### src/rtl/uart_pkg.sv
// rtl/uart_pkg.sv - shared state type and timing constants for the UART command controller
package uart_pkg;

  typedef enum logic [2:0] {IDLE, ADDR, LEN, PAYLOAD, CHK, COMMIT} state_e;

  localparam logic [7:0] SYNC_BYTE_DEF = 8'hA5;
  localparam int CLK_FREQ  = 50_000_000;
  localparam int BAUD_RATE = 9600;
  // Two 10-bit character times of silence on the line.
  localparam int TIMEOUT_CYC_DEF = (CLK_FREQ * 20) / BAUD_RATE;

  function automatic int idx_w(int n);
    return (n > 1) ? $clog2(n) : 1;
  endfunction

endpackage

### src/rtl/uart_cmd_buf.sv
// rtl/uart_cmd_buf.sv - payload byte buffer, synchronous write and combinational read at one index
module uart_cmd_buf
  import uart_pkg::*;
#(
  parameter int MAX_LEN = 16
) (
  input  logic                       clk,
  input  logic                       we_i,
  input  logic [idx_w(MAX_LEN)-1:0]  idx_i,
  input  logic [7:0]                 wdata_i,
  output logic [7:0]                 rdata_o
);

  localparam int AW = idx_w(MAX_LEN);

  logic [7:0] mem_q [2**AW];

  always_ff @(posedge clk) begin
    if (we_i) mem_q[idx_i] <= wdata_i;
  end

  assign rdata_o = mem_q[idx_i];

endmodule

### src/rtl/uart_cmd_ctrl.sv
// rtl/uart_cmd_ctrl.sv - sync-hunting frame parser that commits checksummed register writes
// UART_CMD_CTRL_STATS_EN builds saturating good-frame and error counters.
module uart_cmd_ctrl
  import uart_pkg::*;
#(
  parameter int         MAX_LEN     = 16,
  parameter logic [7:0] SYNC_BYTE   = SYNC_BYTE_DEF,
  parameter int         TIMEOUT_CYC = TIMEOUT_CYC_DEF,
  parameter int         TO_W        = 17
) (
  input  logic        clk,
  input  logic        rst_n,
  input  logic [7:0]  rx_data,
  input  logic        rx_done,
  output logic        wr_en,
  output logic [7:0]  wr_addr,
  output logic [7:0]  wr_data,
  input  logic        wr_ready,
  output logic        busy,
  output logic        frame_ok,
  output logic        err_chk,
  output logic        err_len,
  output logic        err_timeout,
  output logic        err_ovr,
  output logic [15:0] frames_cnt,
  output logic [15:0] errors_cnt
);

  localparam int              AW        = idx_w(MAX_LEN);
  localparam logic [7:0]      MAX_LEN_B = 8'(MAX_LEN);
  localparam logic [TO_W-1:0] TO_LAST   = TO_W'(TIMEOUT_CYC - 1);

  state_e          state_q, state_d;
  logic [7:0]      base_q, base_d, len_q, len_d, idx_q, idx_d, xor_q, xor_d;
  logic [TO_W-1:0] to_q, to_d;
  logic            frame_ok_q, frame_ok_d;
  logic            buf_we;
  logic [7:0]      buf_rdata;
  logic            last_idx;

  uart_cmd_buf #(.MAX_LEN(MAX_LEN)) u_buf (
    .clk     (clk),
    .we_i    (buf_we),
    .idx_i   (idx_q[AW-1:0]),
    .wdata_i (rx_data),
    .rdata_o (buf_rdata)
  );

  assign last_idx = (idx_q == len_q - 8'd1);
  assign busy     = (state_q != IDLE);
  assign frame_ok = frame_ok_q;

  always_ff @(posedge clk) begin
    if (!rst_n) begin
      state_q    <= IDLE;
      base_q     <= '0;
      len_q      <= '0;
      idx_q      <= '0;
      xor_q      <= '0;
      to_q       <= '0;
      frame_ok_q <= 1'b0;
    end else begin
      state_q    <= state_d;
      base_q     <= base_d;
      len_q      <= len_d;
      idx_q      <= idx_d;
      xor_q      <= xor_d;
      to_q       <= to_d;
      frame_ok_q <= frame_ok_d;
    end
  end

  always_comb begin
    state_d     = state_q;
    base_d      = base_q;
    len_d       = len_q;
    idx_d       = idx_q;
    xor_d       = xor_q;
    to_d        = to_q;
    frame_ok_d  = 1'b0;
    buf_we      = 1'b0;
    wr_en       = 1'b0;
    wr_addr     = '0;
    wr_data     = '0;
    err_chk     = 1'b0;
    err_len     = 1'b0;
    err_timeout = 1'b0;
    err_ovr     = 1'b0;

    // A byte arriving on the expiry cycle wins over the timeout.
    if (state_q inside {ADDR, LEN, PAYLOAD, CHK}) begin
      if (rx_done) begin
        to_d = '0;
      end else if (to_q == TO_LAST) begin
        err_timeout = 1'b1;
        state_d     = IDLE;
      end else begin
        to_d = to_q + 1'b1;
      end
    end

    case (state_q)
      IDLE: begin
        if (rx_done && rx_data == SYNC_BYTE) begin
          state_d = ADDR;
          to_d    = '0;
          xor_d   = '0;
        end
      end
      ADDR: begin
        if (rx_done) begin
          base_d  = rx_data;
          xor_d   = rx_data;
          state_d = LEN;
        end
      end
      LEN: begin
        if (rx_done) begin
          if (rx_data == 8'd0 || rx_data > MAX_LEN_B) begin
            err_len = 1'b1;
            state_d = IDLE;
          end else begin
            len_d   = rx_data;
            idx_d   = '0;
            xor_d   = xor_q ^ rx_data;
            state_d = PAYLOAD;
          end
        end
      end
      PAYLOAD: begin
        if (rx_done) begin
          buf_we = 1'b1;
          xor_d  = xor_q ^ rx_data;
          if (last_idx) begin
            idx_d   = '0;
            state_d = CHK;
          end else begin
            idx_d = idx_q + 8'd1;
          end
        end
      end
      CHK: begin
        if (rx_done) begin
          if (rx_data == xor_q) begin
            state_d = COMMIT;
          end else begin
            err_chk = 1'b1;
            state_d = IDLE;
          end
        end
      end
      COMMIT: begin
        wr_en   = 1'b1;
        wr_addr = base_q + idx_q;
        wr_data = buf_rdata;
        err_ovr = rx_done;
        if (wr_ready) begin
          if (last_idx) begin
            frame_ok_d = 1'b1;
            state_d    = IDLE;
          end else begin
            idx_d = idx_q + 8'd1;
          end
        end
      end
      default: state_d = IDLE;
    endcase
  end

`ifdef UART_CMD_CTRL_STATS_EN
  logic [15:0] frames_q, errors_q;
  logic        err_any;

  assign err_any = err_chk | err_len | err_timeout | err_ovr;

  always_ff @(posedge clk) begin
    if (!rst_n) begin
      frames_q <= '0;
      errors_q <= '0;
    end else begin
      if (frame_ok_q && frames_q != 16'hFFFF) frames_q <= frames_q + 16'd1;
      if (err_any && errors_q != 16'hFFFF) errors_q <= errors_q + 16'd1;
    end
  end

  assign frames_cnt = frames_q;
  assign errors_cnt = errors_q;
`else
  assign frames_cnt = '0;
  assign errors_cnt = '0;
`endif

endmodule

### config.mk
export PLATFORM = sky130hd
export DESIGN_NAME = uart_cmd_ctrl
export DESIGN_NICKNAME = d
export VERILOG_FILES = /design/src/rtl/uart_pkg.sv /design/src/rtl/uart_cmd_buf.sv /design/src/rtl/uart_cmd_ctrl.sv
export SDC_FILE = /design/constraint.sdc
export NUM_CORES = 1
export LEC_CHECK = 0
export CAP_MARGIN = 20
export CELL_PAD_IN_SITES_DETAIL_PLACEMENT = 0
export CELL_PAD_IN_SITES_GLOBAL_PLACEMENT = 1
export CORE_MARGIN = 8
export CORE_UTILIZATION = 56
export CTS_BUF_LIST = sky130_fd_sc_hd__clkbuf_16
export DETAILED_ROUTE_END_ITERATION = 8
export DONT_BUFFER_PORTS = 1
export PLACE_DENSITY = 0.86
export REMOVE_ABC_BUFFERS = 1
export SYNTH_ARGS = -nofsm -noshare
export SYNTH_HDL_FRONTEND = slang
export SYNTH_HIERARCHICAL = 1
export SYNTH_SLANG_ARGS = --single-unit
### constraint.sdc
create_clock -name clk -period 4.3 [get_ports clk]
set_clock_uncertainty 0.05 [all_clocks]
set_input_delay 0.86 -clock clk [delete_from_list [all_inputs] [get_ports clk]]
set_output_delay 0.86 -clock clk [all_outputs]
set_load 0.1 [all_outputs]
==> impl_metrics.yaml <==
synth:
  synthCells: 692
  async_reset_ff_share_pct: 0
  synth.distinct_cells: 66
  synth-seq-cells: 181
  syn_area_mm2: 0.008544
  yosys_warnings: 6
  synth-main-ff-cell: "edfxtp_1"
  synth_top_area_share_pct: 44.98
  syn_area_per_cell_um2: 12.35
  yosysTopAreaCell: "edfxtp_1"
  synth_edf_count: 128
  synthTopCellsByArea: "edfxtp_1 45%, dfxtp_1 12%, mux4_2 8.4%, buf_4 2.9%, nor2_1 2.7%"
  ys_seq_area_share_pct: 57.40
final_layout:
  fin_cells: 906
  fin_area_mm2: 0.009387
  seqCellArea_mm2: 0.004907
  area_growth_pct: 9.855
  nets: 729
  antenna_cells: 0
  multi_input_area_mm2: 0.003337
  nFillCells: 1140
  drive_above_1_share_pct: 17.41
critical_path:
  rr_endpoint: "u_buf/mem_q[2][7]"
  path_class: "reg -> out"
  path_cells: "buf_4, mux4_2, a22oi_1, nand2_1, and2_1, buf_4"
  reg2reg_depth: 4
  crit_top_cell: "buf_4"
  crit_path_end_kind: "output pin"
  slowest_delay_ns: 0.81
  worstSetupStartpointType: "register"
  worst-endpoint-arrival_ns: 3.02
  cp.required_ns: 3.39
  crit_family: "flip-flops"
  worst-r2r-setup-slack_ns: 1.14
  r2r-start: "state_q[1]"
  cp_max_fo: 24
  cp_num_buf_inv: 2
  cp_slowest_cell: "dfxtp_2"
detailed_routing:
  drcViolationCount: 0
  ant_nets: 0
  post_drt_wl_per_cell_um: 20.11
  wirelength_um: 18220
  drtIter0Drc: 487
  vias_per_cell: 6.038
  routed-via-count: 5470
  drtPass1Iterations: 5
sta:
  rsz0062_at_grt: "no"
  final-hold-violation-count: 0
  maxSlewHeadroom_pct: 36.11
  slew_violations: 0
  fmax_mhz: 254.1
  tns_ns: 0
  setup_violations: 0
  tightest_slew_ns: 0.9571
  finalCriticalPeriod_ns: 3.935
  whs_ns: 0.4251
  fin_crit_sh_pct: 91.51
cts:
  numCtsBuffers: 17
  cts_tree: "done"
  clock-sinks: 181
  cts.clk_slew.worst_paths_ns: 0.06
  clkLatencyLatePin_ns: 0.43
  cts_hold_buf: 0
  ctsHtreeMaxLevel: 4
  cts_buffer_depth: 2
  cts.repair.resized: 0
  clockRootBuffer: "clkbuf_16"
  post_cts_buffers: 0
placed_design:
  dp_hpwl_um: 12020
  placed_area_mm2: 0.008787
  routabilityCongestion: 0.8111
  dp_cells: 874
  portBuffers: 0
floorplan:
  ios: 67
  die_h_um: 139.5
  dieArea_mm2: 0.01947
  core_area_mm2: 0.01503
  fp.dieW_um: 139.5
  start_util_pct: 56.84
  fp-row-count: 45
global_route:
  grt_overflow_total: 0
  grtUsageMet1_pct: 23.74
  grtUsageTotal_pct: 19.51
  antenna_found_initial: 0
  grtUsageMet2_pct: 32.67
  busiest_layer: "met2"
  grt_pass1_vias: 5472
  grt_use_met3_pct: 5.472
  grt_max_degree: 45
  grt_pass1_wl_um: 29330
outcome:
  outcome: "complete, no violations"
hold_path:
  min_to: "base_q[2]"
  min_from: "base_q[2]"
  min_path_cells: 2
  min_path_type: "reg -> reg"
pwr:
  p_sw_share_pct: 22.75
  p_switching_mw: 0.8271
  p_leak_nw: 3.155
  clock_power_share_pct: 43.4
  power_density_mw_per_mm2: 387.3
  internal_power_mw: 2.808
  p_seq_share_pct: 51.4
  ir_drop_v: 0.0003369
  comb_power_share_pct: 5.2
flow_run:
  max_cap_viol_count: 0
[cells by family (layout without fill, tap and decap cells)]
| kind of cell | count (synthesis) | count (layout) | share of synthesized area (%) |
|---|---|---|---|
| multiplexers | 34 | 34 | 8.684 |
| AO/OA/AOI/OAI | 117 | 117 | 9.020 |
| adder cells (fa/ha/maj) | 12 | 12 | 1.845 |
| AND/OR/NAND/NOR | 234 | 234 | 14.26 |
| other | 1 | 32 | 0.04389 |
| flip-flops | 181 | 181 | 57.40 |
| buffers and inverters | 79 | 74 | 5.257 |
| XOR/XNOR | 34 | 34 | 3.485 |
[layout by cell type, fill, tap and decap left out, types with 9 or more instances in the layout]
cell type	synthesis	layout
a21boi_0	15	15
a21oi_1	26	26
a22oi_1	16	16
and2_1	13	13
and3_1	9	9
buf_4	33	28
clkbuf_16	0	18
conb_1	1	32
dfxtp_1	53	51
edfxtp_1	128	128
ha_1	11	11
inv_1	11	11
mux4_2	32	32
nand2_1	52	52
nand3_1	25	25
nor2_1	62	54
nor3_1	16	14
o21ai_0	30	30
or3_1	9	9
xnor2_1	23	23
xor2_1	11	11
[per-stage QoR]
stage | worst slack, ns | utilization, % | power (mW)
6_report | 0.3651 | 62.44 | 3.635
5_1_grt | 0.1264 | 62.44 | 3.747
4_1_cts | 0.3135 | 62.44 | 3.662
3_5_place_dp | 0.7865 | 58.45 | 2.094
3_3_place_gp | 0.8355 | 58.45 | 2.092
2_1_floorplan | -1.038 | - | 2.074
[layout make-up]
class,instances,share of cell area (%)
well taps,188,2.506
repair buffers,30,2.799
multi-input cells,463,35.55
flip-flops and latches,181,52.28
inverters,12,0.4799
clock buffers,17,4.532
clock inverters,15,1.853
[power groups by stage]
| stage | clock network [mW] | logic (mW) | registers, mW |
|---|---|---|---|
| CTS | 1.61 | 0.188 | 1.87 |
| floorplan | 0 | 0.166 | 1.91 |
| global placement | 0 | 0.185 | 1.91 |
| finish | 1.58 | 0.190 | 1.87 |
| detailed placement | 0 | 0.187 | 1.91 |
| global route | 1.68 | 0.197 | 1.87 |
[Yosys cell counts, types with 13 or more instances]
library cell	n
dfxtp_1	53
o21ai_0	30
a21oi_1	26
nand3_1	25
a22oi_1	16
buf_4	33
a21boi_0	15
nand2_1	52
edfxtp_1	128
nor2_1	62
mux4_2	32
nor3_1	16
clkbuf_1	22
xnor2_1	23
and2_1	13
[registers in the layout, summed over array words and instances (netlist names)]
register / cells
u_buf/mem_q: 128
to_q: 17
base_q: 8
idx_q: 8
len_q: 8
xor_q: 8
state_q: 3
frame_ok: 1
[worst reg2reg max path, delay by kind of cell (launching register included)]
family | cells | cell delay, ns
and+or+nand+nor | 4 | 2.14
DFF | 1 | 0.61
[worst max path at each step]
stage | startpoint | endpoint | cells past startpoint
floorplan | idx_q[0] | wr_addr[3] | 5
detailed placement | idx_q[0] | wr_data[1] | 6
finish | idx_q[0] | wr_data[1] | 6
global route | idx_q[0] | wr_data[1] | 6
global placement | idx_q[0] | wr_data[1] | 6
CTS | idx_q[0] | wr_data[1] | 6
[routing by layer]
metal / part of all wire (%) / vias up
li1: - / 2532
met1: 42 / 2736
met2: 50 / 178
met3: 5.9 / 24
met4: 1.8 / 0
met5: 0 / -
No activity file was read; power rests on OpenSTA's default activity.
